[src/rtl/rdata_router.sv]
// Read-return multiplexer: tracks accepted reads through a short return
// pipeline so each slave can answer after its own fixed latency.
module rdata_router #(
  parameter int                   NUM_SLV  = 4,
  parameter int                   DW       = 32,
  parameter int                   MAX_LAT  = 3,
  parameter logic [2*NUM_SLV-1:0] LAT_VEC  = {NUM_SLV{2'd1}},
  parameter logic [DW-1:0]        DEF_DATA = '0
) (
  input  logic                  clk,
  input  logic                  rst,
  input  logic                  rd_req,
  input  logic [NUM_SLV-1:0]    cs_n,
  input  logic [NUM_SLV*DW-1:0] read_data_slv,
  output logic                  stall,
  output logic [DW-1:0]         read_data,
  output logic                  read_valid,
  output logic                  rd_err,
  output logic                  err_multi,
  output logic [7:0]            err_cnt
);
  localparam int IW = (NUM_SLV > 1) ? $clog2(NUM_SLV) : 1;

  logic [1:0]    lat_tab  [NUM_SLV];
  logic [DW-1:0] slv_data [NUM_SLV];

  generate
    for (genvar gi = 0; gi < NUM_SLV; gi++) begin : g_slv
      assign lat_tab[gi]  = LAT_VEC[2*gi +: 2];
      assign slv_data[gi] = read_data_slv[DW*gi +: DW];
      if (LAT_VEC[2*gi +: 2] == 2'd0 || int'(LAT_VEC[2*gi +: 2]) > MAX_LAT) begin : g_bad_lat
        $error("rdata_router: LAT_VEC entry %0d out of range 1..MAX_LAT", gi);
      end
    end
    if (MAX_LAT < 1) begin : g_bad_max
      $error("rdata_router: MAX_LAT must be at least 1");
    end
  endgenerate

  // Return pipeline: entry k returns k cycles from now (entry 0 is live).
  logic [MAX_LAT-1:0] vld_reg, vld_next;
  logic [MAX_LAT-1:0] err_reg, err_next;
  logic [IW-1:0]      idx_reg  [MAX_LAT];
  logic [IW-1:0]      idx_next [MAX_LAT];

  logic       err_multi_reg, err_multi_next;
  logic [7:0] err_cnt_reg, err_cnt_next;

  logic [NUM_SLV-1:0] low;
  logic [IW-1:0]      sel;
  logic               none;
  logic               multi;
  logic [31:0]        lat;
  logic               target_busy;
  logic               accept;

  assign low   = ~cs_n;
  assign none  = (low == '0);
  // Clearing the lowest set bit leaves something only if two or more were set.
  assign multi = |(low & (low - NUM_SLV'(1)));

  always_comb begin
    sel = '0;
    for (int i = NUM_SLV - 1; i >= 0; i--) begin
      if (low[i]) sel = IW'(i);
    end
  end

  assign lat = none ? 32'd1 : 32'(lat_tab[sel]);

  // A request of latency MAX_LAT lands beyond every occupied entry.
  always_comb begin
    target_busy = 1'b0;
    for (int k = 1; k < MAX_LAT; k++) begin
      if (lat == 32'(k)) target_busy = vld_reg[k];
    end
  end

  assign stall  = ~rst & rd_req & target_busy;
  assign accept = ~rst & rd_req & ~target_busy;

  always_comb begin
    vld_next = '0;
    err_next = '0;
    for (int k = 0; k < MAX_LAT; k++) idx_next[k] = '0;
    for (int k = 0; k < MAX_LAT - 1; k++) begin
      vld_next[k] = vld_reg[k+1];
      err_next[k] = err_reg[k+1];
      idx_next[k] = idx_reg[k+1];
    end
    if (accept) begin
      for (int k = 0; k < MAX_LAT; k++) begin
        if (lat == 32'(k + 1)) begin
          vld_next[k] = 1'b1;
          err_next[k] = none;
          idx_next[k] = sel;
        end
      end
    end
  end

  always_comb begin
    err_multi_next = accept & multi;
    err_cnt_next   = err_cnt_reg;
    if (accept && (none || multi) && (err_cnt_reg != 8'hFF)) begin
      err_cnt_next = err_cnt_reg + 8'd1;
    end
  end

  always_ff @(posedge clk) begin
    if (rst) begin
      vld_reg       <= '0;
      err_reg       <= '0;
      for (int k = 0; k < MAX_LAT; k++) idx_reg[k] <= '0;
      err_multi_reg <= 1'b0;
      err_cnt_reg   <= 8'd0;
    end else begin
      vld_reg       <= vld_next;
      err_reg       <= err_next;
      for (int k = 0; k < MAX_LAT; k++) idx_reg[k] <= idx_next[k];
      err_multi_reg <= err_multi_next;
      err_cnt_reg   <= err_cnt_next;
    end
  end

  assign read_valid = ~rst & vld_reg[0];
  assign rd_err     = read_valid & err_reg[0];
  assign err_multi  = ~rst & err_multi_reg;
  assign err_cnt    = rst ? 8'd0 : err_cnt_reg;

  always_comb begin
    read_data = '0;
    if (read_valid) read_data = err_reg[0] ? DEF_DATA : slv_data[idx_reg[0]];
  end

endmodule
[config.mk]
export PLATFORM = sky130hd
export DESIGN_NAME = rdata_router
export DESIGN_NICKNAME = d
export VERILOG_FILES = /design/src/rtl/rdata_router.sv
export SDC_FILE = /design/constraint.sdc
export NUM_CORES = 1
export LEC_CHECK = 0
export CAP_MARGIN = 25
export CORE_MARGIN = 8
export CORE_UTILIZATION = 31
export CTS_CLUSTER_SIZE = 25
export DETAILED_ROUTE_END_ITERATION = 12
export PLACE_DENSITY = 0.88
export SLEW_MARGIN = 40
export SYNTH_ARGS = -nofsm -noshare
export SYNTH_HDL_FRONTEND = slang
export SYNTH_SLANG_ARGS = --single-unit
export TNS_END_PERCENT = 20
[constraint.sdc]
create_clock -name clk -period 4.12 [get_ports clk]
set_input_delay 1.236 -clock clk [delete_from_list [all_inputs] [get_ports clk]]
set_output_delay 1.236 -clock clk [all_outputs]
set_load 0.02 [all_outputs]
======== Word level (Yosys, flattened, before mapping) ========
Memory sizes are Yosys's and may differ from the RTL's.
Index checks and enable logic that the tools add are counted.
cells by class
  add/sub/neg operators ................... 2
  magnitude comparators ................... 2
  equal/unequal tests ..................... 4
  mux-type cells .......................... 33
  bitwise gates (word level) .............. 18
  reductions and logical operators ........ 7
operators with widths
  operator                                                             count
  32-bit 2-to-1 mux                                                    4
  32-bit binary-select mux with 2-bit select                           1
  2-bit 2-to-1 mux                                                     15
  1-bit 2-to-1 mux                                                     10
  8-bit by 1-bit adder with 8-bit output (second input constant)       1
  8-bit 2-to-1 mux                                                     1
  8-bit inequality test (second input constant)                        1
  1-bit AND                                                            7
  3-bit >= comparator (second input constant)                          2
  6-bit 2-to-1 mux                                                     1
  2-bit NOT with 3-bit output                                          2
  4-bit AND                                                            1
  2-bit binary-select mux with 2-bit select                            1
  2-bit == test (second input constant)                                2
  4-bit zero test                                                      1
  1-bit NOT                                                            4
  4-bit NOT                                                            1
  4-bit OR reduction                                                   1
  4-bit by 1-bit subtractor with 4-bit output (second input constant)  1
  1-bit OR                                                             3
  3-bit OR reduction                                                   1
  2-bit by 1-bit == test with 1-bit output (second input constant)     1
  1-bit logical AND                                                    2
  2-bit OR reduction                                                   1
  1-bit logical OR                                                     1
word-level totals
  register bits ........................... 15
  bits in writable memories ............... 6
  input port bits ......................... 135
  output and inout port bits .............. 44
  logic and storage cells ................. 73
  memories kept ........................... 1
memory list
  name     words  width  read ports  clocked after Yosys merged registers in  wr ports  line  text
  idx_reg  3      2      3           0                                        3         43    logic [IW-1:0] idx_reg [MAX_LAT];

======== Depth between registers and ports, before layout ========
Gate-level depths: netlist (run 1).
  depth after elaboration ................. 17
  gate-level depth with buffers ........... 5
  gate-level depth less buffers ........... 5

======== Least setup slack after synthesis (run 1) ========
No wires, ideal clock.
  path type ............................... input-to-output
  start point ............................. input rst
  end point ............................... output read_data[10]
  arrival time ............................ 2.341 ns
  required time ........................... 2.884 ns
  path slack .............................. 0.543 ns
  cell stages on the path ................. 4
  path buffers ............................ 1
  cell sequence ........................... nor2b_1 nand2b_1 clkbuf_1 nor2b_1
on the way
  cells in the longest elaborated chain, start to end .. 3
ends and longest elaborated chain
  what                line  text
  start: declaration  11    input logic rst,
  1-bit NOT           126   assign read_valid = ~rst & vld_reg[0];
  1-bit AND           126
  32-bit 2-to-1 mux   133   if (read_valid) read_data = err_reg[0] ? DEF_DATA : slv_data[idx_reg[0]];
  end: declaration    16    output logic [DW-1:0] read_data,
No other way between the ends.

======== Worst setup path after layout (run 1) ========
  start point ............................. input rst
  end point ............................... output rd_err
on the way
  cells in the longest elaborated chain, start to end .. 3
ends and longest elaborated chain
  what              line  text
  1-bit NOT         126
  1-bit AND         126
  1-bit AND         127   assign rd_err = read_valid & err_reg[0];
  end: declaration  18    output logic rd_err,
No other way between the ends.

==> summary by stage, run 1 <==
Synth
Summing the areas of all compound-gate instances in the mapped netlist gives 6.60% of the synthesized area. The parity-gate share of the synthesized area counting xor and xnor cells is 0.531%. The number of unique standard cell types used by synthesis is 33.

Each instance of the synthesized netlist takes up on average 10.7 um2. The instance count of the mapped netlist is 154. After synthesis the cells add up to 0.00165 mm2. The share of synthesized area spent on multiplexers is 47.1%. After Yosys synthesis, and, or, nand and nor cells account for 23.5% of the synthesized area. The most instantiated flip-flop cell in the synthesis netlist is dfxtp_1.

Yosys mapped a number of flops with a built-in enable equal to 0. The portion of synthesized cell area occupied by the leading cell type is 43.7%. The largest total area in the synthesized netlist belongs to mux4_2. The fraction of registers with async set/reset is 0%. The number of register bits inferred by synthesis is 13. The largest family of logic cells by synthesized area is multiplexers. By area the synthesized netlist is led by mux4_2, dfxtp_1, nor2b_1. The adder-cell area share of the yosys netlist is 0.758%. The number of nets handed over by synthesis was 290. For this run, the number of Yosys warnings is 0.

The portion of the post-synthesis area used by sequential elements is 15.8%.

Placed design
The post-DP HPWL is 8050 um. Buffers placed on the I/O ports in this run total 177. The number of cells after detailed placement is 393.

Summing all placed instances gives a cell area of 0.00351 mm2. The placer congestion estimate is 0.841.

Clock tree
The TritonCTS clock tree is yes. The number of clock sinks is 13. No sink is reached through more buffers than the 2 on the longest clock path. Clock-pin slew was measured on the worst setup and hold paths at 0.05 ns.

The number of clock buffers added by TritonCTS is 3. The later pin in the worst-skew pair is clocked with a latency of 0.24 ns. The buffer type at the clock tree root is clkbuf_8. The H-tree depth reported by CTS is 1.

The setup fix buffers added after clock tree synthesis is 0.

Timing
The number of failing setup endpoints in the final timing report is 0. Setup repair after global routing left no endpoint under its margin. Derived from the worst setup path, the maximum achievable clock frequency is 254 MHz. The post-route clock skew is 0.00116 ns. The number of max-slew violations in the final report was 0. The final period utilization is 95.6%. The count of final hold-check violations is 0. The worst path in the final design needs a cycle of 3.94 ns, including I/O delays and setup.

GRT
Global routing used 21.4% of the available tracks across all layers. The global-route wire length before repair is 12500 um. The initial antenna violation count is 0.

The via count of the first global-routing pass is 2171. Entering global routing, the biggest net connects 33 pins. The final global-route overflow total is 0.

Layout
After the last flow step, the layout net total stands at 464. In the final layout, flip-flops and latches occupy 262 um2. The area overhead of the layout relative to synthesis is 119%. The repair_antennas step left the layout with diodes totalling 0. Leaving out fill and tap cells, the most frequent cells in the layout are clkdlybuf4s50_1, nor2b_1, mux4_2. After routing the design area is 0.00362 mm2. The fraction of final layout cells sized beyond drive strength 1 is 14.4%.

For this run, the number of standard cells in the final layout without fillers is 397. The number of flip-flops under the largest register name is 8. The filler cell count is 383. The library cell used most frequently in the layout, excluding fill and tap cells, is clkdlybuf4s50_1. The total area of multi-input combinational cells is 0.00130 mm2.

Floorplanning
The floorplan step defined a die boundary enclosing 0.00791 mm2. The height of the chip is 89.0 um. The initial core utilization is 32.1%. The core region area is 0.00514 mm2. The die is 89.0 um wide. The count of boundary I/O pins is 179.

The site row count is 26.

Pwr
The worst-case IR drop observed on VDD is 0.000230 V. In this run the static leakage power is 1.71 nW. The power density of the placed cells is 137 mW/mm2.

Critical path
STA puts the critical path data arrival time at 2.70 ns. The kind of critical path is input pin to output port. Data on the critical path is required at its endpoint by 2.88 ns. The worst setup path is launched from an input pin. Of all nets on the critical path, the largest fanout is 2. The sort of element at the end of the critical path is an output port.

Drt
Detailed routing inserted a total of 2067 vias. The initial detailed-routing violation count is 50. The number of nets with antenna violations after detailed routing is 0.

The detail-routed net length per standard cell is 23.4 um. The via-per-instance ratio is 5.21. The first TritonRoute pass finished after 4 iterations. After detailed routing, the number of remaining DRC violations is 0. The total wire length is 9290 um.

Run status
The flow ran to the end, and the final reports show no timing, DRC or antenna violations.

Hold path
The worst hold path class is flop to flop.

Flow run
The count of maximum capacitance violations is 0.
==> cells in the mapped netlist, types with 3 or more instances <==
master	n
o21ai_0	3
mux4_2	32
buf_2	4
dfxtp_1	13
a21oi_1	6
nand4_1	3
clkbuf_1	7
mux2_1	4
nand2_1	5
nor2b_1	37
inv_1	5
nand3_1	6
nor2_1	6
==> routing by layer <==
layer  vias up  part of all wire [%]  GRT usage [%]
met5         -                     0              0
met4         0                   3.6           8.16
met3        20                    10           6.62
met2       105                    52           40.4
met1      1008                    34           21.3
li1        934                     -              -
==> logic make-up (layout without fill, tap and decap cells) <==
family / Yosys count / in the layout
fa+ha+maj: 1 / 1
xor+xnor: 1 / 1
flops: 13 / 13
buf+inv: 19 / 192
mux: 37 / 37
compound gates: 15 / 15
other cells: 1 / 1
simple gates: 67 / 67
==> critical path, stage by stage <==
cell,delay (ns)
clkdlybuf4s50_1,0.42
nor2b_1,0.16
buf_4,0.13
and2_1,0.11
clkdlybuf4s50_1,0.64
==> cell type report <==
type / count / area share (%)
sequential: 13 / 7.23
timing repair buffer: 183 / 52.7
multi-input combinational: 122 / 35.9
tap: 70 / 2.42
inverter: 5 / 0.519
clock buffer: 4 / 1.24
==> stage by stage <==
stage	util [%]	total power, mW	hold WS, ns	TNS (ns)	setup slack [ns]
2_1_floorplan	-	0.224	0.474	0	0.543
6_report	70.4	0.497	0.513	0	0.179
3_5_place_dp	68.3	0.388	0.505	-0.0654	-0.0255
5_1_grt	70.4	0.520	0.554	0	0.0947
3_3_place_gp	68.3	0.378	0.498	-0.0283	-0.0199
4_1_cts	69.0	0.504	0.519	0	0.00137
==> report_power, final <==
part / leakage (nW) / internal, mW / switching, mW
registers: 0.106 / 0.129 / 0.00363
clock network: 0.0228 / 0.0684 / 0.0461
logic: 1.58 / 0.179 / 0.0712
total: 1.71 / 0.376 / 0.121
==> timing repair <==
action	CTS	global route
resized for setup	4	28
setup endpoints to repair	4	28
hold buffers	0	0
==> final timing paths <==
path | from | cells past startpoint | slack [ns] | endpoint
max | rst | 5 | 0.18 | rd_err
min | err_cnt_reg[2]$_SDFFE_PP0P_ | 2 | 0.51 | err_cnt_reg[2]$_SDFFE_PP0P_
max reg2reg | err_cnt_reg[0]$_SDFFE_PP0P_ | 5 | 2.26 | err_cnt_reg[6]$_SDFFE_PP0P_
min reg2reg | err_cnt_reg[2]$_SDFFE_PP0P_ | 2 | 0.51 | err_cnt_reg[2]$_SDFFE_PP0P_
No activity file was read; power rests on OpenSTA's default activity.
==> run 2, diff against run 1 <==
Settings changed: GPL_ROUTABILITY_DRIVEN set to 0.
==> results of run 2 <==
No change in the layout: final DEF, timing and power equal those of run 1.
==> run 3, diff against run 2 <==
Settings changed: CAP_MARGIN 25 to not set, HOLD_SLACK_MARGIN set to 0.08.
==> results of run 3 <==
No change in the layout: final DEF, timing and power equal those of run 1.
